## config.mk

```make
export PLATFORM = sky130hd
export DESIGN_NAME = uart_cmd_rx
export DESIGN_NICKNAME = d
export VERILOG_FILES = /design/src/rtl/segway_uart_pkg.sv /design/src/rtl/rx_sync.sv /design/src/rtl/uart_cmd_rx.sv
export SDC_FILE = /design/constraint.sdc
export NUM_CORES = 1
export LEC_CHECK = 0
export ABC_AREA = 0
export CAP_MARGIN = 30
export CORE_MARGIN = 2
export CORE_UTILIZATION = 52
export DETAILED_ROUTE_END_ITERATION = 16
export PLACE_DENSITY = 0.75
export SLEW_MARGIN = 20
export SYNTH_ARGS = -nofsm -noshare
export SYNTH_HDL_FRONTEND = slang
export SYNTH_SLANG_ARGS = --single-unit
```

## constraint.sdc

```tcl
create_clock -name clk -period 1.8 [get_ports clk]
set_clock_uncertainty 0.05 [all_clocks]
set_input_delay 0.45 -clock clk [delete_from_list [all_inputs] [get_ports clk]]
set_output_delay 0.45 -clock clk [all_outputs]
set_load 0.05 [all_outputs]
```

## src/rtl/segway_uart_pkg.sv

```systemverilog
// Shared types and constants for the Segway command-link UART receiver.
package segway_uart_pkg;

  localparam int BAUD_DIV_19200 = 2604;
  localparam int UART_DATA_W    = 8;

  typedef enum logic [2:0] {
    IDLE,
    START,
    DATA,
    STOP,
    WAIT_HI
  } rx_state_t;

endpackage

```

## src/rtl/rx_sync.sv

```systemverilog
// Two-flop synchronizer for the asynchronous RX line; resets to the idle-high level.
module rx_sync (
  input  logic clk,
  input  logic rst,
  input  logic i_async,
  output logic o_sync
);

  logic r_s1;
  logic r_s2;

  always_ff @(posedge clk) begin
    if (rst) begin
      r_s1 <= 1'b1;
      r_s2 <= 1'b1;
    end else begin
      r_s1 <= i_async;
      r_s2 <= r_s1;
    end
  end

  assign o_sync = r_s2;

endmodule

```

## src/rtl/uart_cmd_rx.sv

```systemverilog
// 8N1 command receiver: centre-sampled deframing, rdy/clr_rdy handshake,
// framing-error and overrun pulses.
module uart_cmd_rx
  import segway_uart_pkg::*;
#(
  parameter int BAUD_DIV = BAUD_DIV_19200
) (
  input  logic                   clk,
  input  logic                   rst,
  input  logic                   RX,
  input  logic                   clr_rdy,
  output logic [UART_DATA_W-1:0] rx_data,
  output logic                   rdy,
  output logic                   frm_err,
  output logic                   ovr
);

  localparam int CNT_W = $clog2(BAUD_DIV);
  localparam logic [CNT_W-1:0] HALF_LD = CNT_W'(BAUD_DIV / 2 - 1);
  localparam logic [CNT_W-1:0] FULL_LD = CNT_W'(BAUD_DIV - 1);

  rx_state_t              r_state;
  rx_state_t              w_state_nxt;
  logic [CNT_W-1:0]       r_cnt;
  logic [CNT_W-1:0]       w_cnt_nxt;
  logic [2:0]             r_bit_idx;
  logic [2:0]             w_idx_nxt;
  logic [UART_DATA_W-1:0] r_shift;
  logic [UART_DATA_W-1:0] r_rx_data;
  logic                   r_rdy;
  logic                   r_frm_err;
  logic                   r_ovr;
  logic                   w_rx_s;
  logic                   w_expire;
  logic                   w_shift_en;
  logic                   w_good;
  logic                   w_bad;

  rx_sync u_sync (
    .clk     (clk),
    .rst     (rst),
    .i_async (RX),
    .o_sync  (w_rx_s)
  );

  assign w_expire = (r_cnt == '0);

  always_ff @(posedge clk) begin
    if (rst) r_state <= IDLE;
    else     r_state <= w_state_nxt;
  end

  always_comb begin
    w_state_nxt = r_state;
    w_cnt_nxt   = r_cnt;
    w_idx_nxt   = r_bit_idx;
    w_shift_en  = 1'b0;
    w_good      = 1'b0;
    w_bad       = 1'b0;
    case (r_state)
      IDLE: begin
        w_cnt_nxt = HALF_LD;
        if (!w_rx_s) w_state_nxt = START;
      end
      START: begin
        if (w_expire) begin
          if (!w_rx_s) begin
            w_state_nxt = DATA;
            w_cnt_nxt   = FULL_LD;
            w_idx_nxt   = 3'd0;
          end else begin
            w_state_nxt = IDLE;
          end
        end else begin
          w_cnt_nxt = r_cnt - 1'b1;
        end
      end
      DATA: begin
        if (w_expire) begin
          w_shift_en = 1'b1;
          w_cnt_nxt  = FULL_LD;
          if (r_bit_idx == 3'd7) w_state_nxt = STOP;
          else                   w_idx_nxt   = r_bit_idx + 3'd1;
        end else begin
          w_cnt_nxt = r_cnt - 1'b1;
        end
      end
      STOP: begin
        if (w_expire) begin
          w_good      = w_rx_s;
          w_bad       = !w_rx_s;
          // A low stop bit may be a break; wait for the line to recover
          // so the held-low level is not taken as a new start bit.
          w_state_nxt = w_rx_s ? IDLE : WAIT_HI;
        end else begin
          w_cnt_nxt = r_cnt - 1'b1;
        end
      end
      WAIT_HI: begin
        if (w_rx_s) w_state_nxt = IDLE;
      end
      default: w_state_nxt = IDLE;
    endcase
  end

  always_ff @(posedge clk) begin
    if (rst) begin
      r_cnt     <= '0;
      r_bit_idx <= 3'd0;
      r_shift   <= '0;
      r_rx_data <= '0;
      r_rdy     <= 1'b0;
      r_frm_err <= 1'b0;
      r_ovr     <= 1'b0;
    end else begin
      r_cnt     <= w_cnt_nxt;
      r_bit_idx <= w_idx_nxt;
      if (w_shift_en) r_shift <= {w_rx_s, r_shift[UART_DATA_W-1:1]};
      r_frm_err <= w_bad;
      r_ovr     <= w_good & r_rdy;
      // Completion beats a simultaneous acknowledge so no byte is lost.
      if (w_good) begin
        r_rx_data <= r_shift;
        r_rdy     <= 1'b1;
      end else if (clr_rdy) begin
        r_rdy <= 1'b0;
      end
    end
  end

  assign rx_data = r_rx_data;
  assign rdy     = r_rdy;
  assign frm_err = r_frm_err;
  assign ovr     = r_ovr;

endmodule
```

## Word-level counts from Yosys, hierarchy flattened

Index checks and enable logic that the tools add are counted.

| storage, ports and cells | value |
|---|---|
| register bits after elaboration | 39 |
| bits in latches | 0 |
| RAM bits | 0 |
| memory bits (read-only) | 0 |
| input bits | 4 |
| word-level logic and storage cells | 65 |
| memories kept | 0 |

| cells by class | value |
|---|---|
| $add $sub $neg | 2 |
| multipliers | 0 |
| divide/modulo/power cells | 0 |
| order comparisons | 0 |
| eq/ne operators | 15 |
| shift-type cells | 0 |
| muxes and demuxes | 25 |
| bitwise operators | 3 |
| reduce and logical (&&, ||, !) cells | 10 |

Operators by type and width:

| operator | number |
|---|---|
| 12-bit two-way mux | 4 |
| 12-bit case mux with 4 select lines | 1 |
| 3-bit two-way mux | 11 |
| 2-bit inequality test, second input constant | 8 |
| 3-bit case mux with 5 select lines | 1 |
| 12-bit logical NOT | 1 |
| 12-bit by 1-bit subtractor with 12-bit output, second input constant | 1 |
| 3-bit by 2-bit equality test with 1-bit output, second input constant | 2 |
| 3-bit equality test, second input constant | 2 |
| 1-bit two-way mux | 6 |
| 3-bit case mux with 2 select lines | 1 |
| 6-bit AND reduction | 1 |
| 5-bit AND reduction | 1 |
| 2-bit nonzero test | 2 |
| 4-bit nonzero test | 1 |
| 3-bit by 1-bit adder with 3-bit output, second input constant | 1 |
| 3-bit by 1-bit equality test with 1-bit output, second input constant | 1 |
| 3-bit logical NOT | 1 |
| 3-bit inequality test, second input constant | 1 |
| 3-bit AND reduction | 1 |
| 3-bit OR reduction | 1 |
| 2-bit two-way mux | 1 |
| 2-bit by 1-bit inequality test with 1-bit output, second input constant | 1 |
| 1-bit NOT | 2 |
| 2 further kinds | 2 |

## Logic depth before layout (Yosys ltp)

| logic depth | value |
|---|---|
| depth in word-level cells | 4 |
| gate-level depth with buffers | 8 |

## Modules after synthesis

A second synthesis with hierarchy kept.

| second synthesis, totals | value |
|---|---|
| cell total of the unflattened synthesis | 213 |
| area, all modules | 1841.8 um^2 |

Modules (own cells, without submodules):

| module | instances | cells each | area an instance (um^2) |
|---|---|---|---|
| uart_cmd_rx | 1 | 209 | 1789.2 |
| rx_sync | 1 | 4 | 52.6 |

## Worst setup path after synthesis

Ideal clock, no wire load.

| path | value |
|---|---|
| path kind | register to register |
| start point | register r_cnt[0] |
| end point | register r_cnt[9] |
| library setup time | 0.095 ns |
| arrival | 1.741 ns |
| data required time | 1.655 ns |
| setup slack | -0.087 ns |
| cell stages (with the launch flop) | 8 |
| path through | dfxtp_1 inv_1 ha_1 nor4b_2 buf_4 a41oi_1 o211ai_1 a221oi_1 |

| on the way | value |
|---|---|
| word-level cells in the longest chain between the ends | 3 |

Ends and longest elaborated chain:

| what | RTL line | source |
|---|---|---|
| start, declared | uart_cmd_rx.sv:24 | `logic [CNT_W-1:0] r_cnt;` |
| start signal, assigned | uart_cmd_rx.sv:116 | `r_cnt <= w_cnt_nxt;` |
| 12-bit by 1-bit subtractor with 12-bit output / 12-bit logical NOT (equally long branches) | -- |  |
| 12-bit two-way mux (tied with other cells) | uart_cmd_rx.sv:89 | `if (w_expire) begin` |
| 12-bit case mux with 4 select lines / 3-bit AND reduction (equally long branches) | -- |  |

Parallel ways exist; a longest one is shown, timed or not. The select of a mux whose other input is x is not followed.
A chain may end at the register's enable or synchronous reset.

## Final worst setup path

| path | value |
|---|---|
| start point | register r_cnt[0] |
| end point | register r_cnt[4] |

Same word-level chain as after synthesis.

==> reports/qor.csv <==
stage,metric,value,unit
outcome,status,"finished, violations left",
outcome,violated checks,negative setup slack,
routing,1st-iter DRT viols,178,
critical_path,R2R cell count,8,
synth,#FFs+latches synth,39,
synth,synth warn,0,
place,dpl hpwl,3340,um
sta,final slew viol count,0,
global_routing,initial antenna violation count,0,
synth,Yosys top cell area share,40.3,%
global_routing,GRT Overall Usage,24.6,%
place,placed cell area,2370,um^2
floorplanning,Initial Utilization,53.3,%
synth,leading area contributor after synthesis,dfxtp_1,
clock_network,root buffer cell,clkbuf_8,
floorplanning,DIE AREA,4230,um^2
sta,worst slew pin tran,0.570,ns
synth,synthesized net count,231,
place,RePlAce Congestion,0.932,
min_path,Hold Path Depth,1,
critical_path,crit-path max cell delay,0.33,ns
synth,Post-Syn Instances,223,
routing,vias,2060,
sta,period utilization,105,%
finish,post-route cell area,2790,um^2
critical_path,worst path bufs/invs,3,
global_routing,Congestion Overflow GR,0,
synth,Most used DFF post-synth,dfxtp_1,
global_routing,vias in the first global route,1777,
synth,syn_area_per_cell,8.69,um^2
power,internal power consumption,0.00144,W
sta,Worst slew margin,61.7,%
sta,"Worst Setup Slack, final",-0.0973,ns
critical_path,CP max-delay cell,dfxtp_2,
synth,sequential area share after synthesis,40.3,%
synth,"top cells by area, synth","dfxtp_1 40%, a21oi_1 4.9%, mux2i_1 4.6%",
power,Comb power frac,17.0,%
power,Pleak,1.11,nW
synth,post-synthesis instance area,1940,um^2
finish,share of cells above drive strength 1,41.4,%
routing,DRT Pass-1 Iters,6,
power,Peak VDD IR,0.544,mV
finish,Antenna Diode Count,0,
critical_path,CP Class,reg2reg,
clock_network,CTS tree,done,
power,pwr/cell area,708,nW/um^2
finish,Nets,285,
power,Tot Pwr,0.00197,W
critical_path,CP cell instances,"inv_2, ha_4, nor4b_4, buf_4, a41o_4, buf_4, a21oi_1, o32ai_1",
power,Seq pwr share,45.5,%
sta,RSZ-0062 raised after global routing,yes,
clock_network,H-tree Lvls,2,
routing,DR WL/cell,18.3,um
sta,f_max,527,MHz
sta,hold slack,0.368,ns
floorplanning,I/O pins,15,
global_routing,largest net degree at the start of global routing,20,
synth,async set or reset register ratio after synthesis,0,%
critical_path,crit path max fanout,9,
place,Port Buf Inserts,14,
power,part of the power in the clock network,37.5,%
power,Net Sw Frac,27.0,%
routing,Post-Route WL,5970,um
critical_path,Critical Path End Type,flop,
critical_path,R2R Setup Slk,-0.1,ns
critical_path,"delay-heaviest family, CP",compound AO/OA/AOI/OAI gates,
critical_path,worst r2r src,r_cnt[0]$_SDFFE_PP0P_,
floorplanning,die height,65.1,um
routing,vias per cell,6.32,
sta,final hold violations,0,
routing,drt drc,0,
finish,"Core Util, Final",76.7,%
sta,Setup Viol. Count Final,17,
min_path,Tightest Hold Check Type,reg2reg,
min_path,Worst Hold Path EP,u_sync.o_sync$_SDFF_PP1_,
synth,Cell variety after synth,51,
critical_path,CP arrival,2.05,ns
critical_path,Worst EP required,1.95,ns
critical_path,"most used cell, CP",buf_4,
global_routing,first-pass GRT wire length,8120,um
critical_path,RR Endpoint,r_cnt[4]$_SDFFE_PP0P_,
floorplanning,width of the die,65.1,um
clock_network,clock sinks,39,
synth,"EDFF count, synth",0,
clock_network,Clock Path Buffers,2,
clock_network,number of CTS-inserted buffers,5,
critical_path,Startpoint Class,flop,
floorplanning,CORE AREA,3630,um^2
min_path,HP Start,u_sync.r_s1$_SDFF_PP1_,
routing,ANT nets after route,0,
floorplanning,# rows,22,
finish,area growth from synthesis to layout,43.8,%
sta,"Min Clock Period, post-route",1.90,ns
clock_network,clk_lat worst skew,0.30,ns
run,maxcap violations,0,
power,Switch Pwr,0.000534,W
clock_network,clock slew at reported path FFs,0.08,ns
==> layout by cell type (no fill, tap or decap), types with 5 or more instances in the layout <==
cell type  instances
inv_1              7
a21oi_1           16
nand4_1            6
nor2_1            20
o21ai_0            5
nand3_1           10
nand2_1           12
dfxtp_1           37
mux2i_1            9
buf_6              6
buf_4             53
clkbuf_8           5
==> routing by layer <==
metal  global-route usage (%)  routed length [um]
met2                     38.3                2820
met5                        0                   0
met4                     8.59                 197
met3                     6.42                 541
met1                     33.0                2410
==> worst max path at each step <==
| stage | cells after the start | start | endpoint | slack, ns |
|---|---|---|---|---|
| global placement | 7 | r_cnt[1]$_SDFFE_PP0P_ | r_cnt[6]$_SDFFE_PP0P_ | -0.08 |
| global route | 8 | r_cnt[0]$_SDFFE_PP0P_ | r_cnt[4]$_SDFFE_PP0P_ | -0.17 |
| finish | 8 | r_cnt[0]$_SDFFE_PP0P_ | r_cnt[4]$_SDFFE_PP0P_ | -0.1 |
| floorplan | 8 | r_cnt[0]$_SDFFE_PP0P_ | r_cnt[8]$_SDFFE_PP0P_ | 0.0001 |
| CTS | 7 | r_cnt[0]$_SDFFE_PP0P_ | r_bit_idx[0]$_SDFFE_PP0P_ | -0.04 |
| detailed placement | 7 | r_cnt[1]$_SDFFE_PP0P_ | r_bit_idx[0]$_SDFFE_PP0P_ | -0.16 |
==> Yosys cell counts, types with 2 or more instances <==
master / instances
dfxtp_1: 39
nor2_1: 20
a21oi_1: 19
nand2_1: 13
nand3_1: 11
inv_1: 9
mux2i_1: 9
clkbuf_1: 7
a31oi_1: 6
buf_2: 6
nand4_1: 6
nor4_1: 6
o21ai_0: 6
o32ai_1: 5
ha_1: 4
nor3_1: 4
or2_2: 4
a211oi_1: 3
buf_4: 3
nor3b_1: 3
or3_2: 3
a41oi_1: 2
and3_2: 2
and4b_1: 2
nand3b_1: 2
o41ai_1: 2
or4_1: 2
or4b_1: 2
==> layout make-up <==
cell class / instances / area, um^2
multi-input cells: 159 / 1280
fillers: 258 / 846
flip-flops and latches: 39 / 783
well taps: 48 / 60.1
repair buffers: 63 / 515
clock buffers: 5 / 68.8
inverters: 9 / 33.8
clock inverters: 3 / 43.8
==> flip-flops by register name, indices dropped and copies added (netlist names), 3 cells and up <==
name and count:
r_cnt 12, r_state 3, r_bit_idx 3, rx_data 8, r_shift 8
==> through the flow <==
stage	instances	setup TNS, ns	worst slack (ns)
2_1_floorplan	223	0	0.000110
3_3_place_gp	311	-0.184	-0.0795
3_5_place_dp	311	-2.06	-0.158
4_1_cts	322	-0.0799	-0.0437
5_1_grt	326	-1.97	-0.167
6_report	326	-0.617	-0.0973
==> power groups by stage <==
stage	registers (W)	logic [W]	clock network [W]
final	0.000899	0.000335	0.000741
after detailed placement	0.000916	0.000239	0
after floorplan	0.000916	0.000141	0
after global routing	0.000900	0.000351	0.000789
after CTS	0.000897	0.000268	0.000735
after global placement	0.000915	0.000236	0
==> timing repair <==
item	CTS	global route
setup buffers	3	4
hold buffers	0	0
pin swaps	9	12
setup endpoints to repair	32	23
resized for setup	21	24
==> cell families (layout without fill, tap and decap cells) <==
| kind of cell | count (synthesis) | count (layout) | synth area share (%) |
|---|---|---|---|
| compound gates | 54 | 54 | 18.3 |
| xor+xnor | 1 | 1 | 0.452 |
| fa+ha+maj | 4 | 4 | 2.58 |
| buf+inv | 25 | 80 | 5.81 |
| flops | 39 | 39 | 40.3 |
| mux | 9 | 9 | 4.65 |
| simple gates | 91 | 91 | 27.9 |
Note: power is estimated with default switching activity, not from simulation.
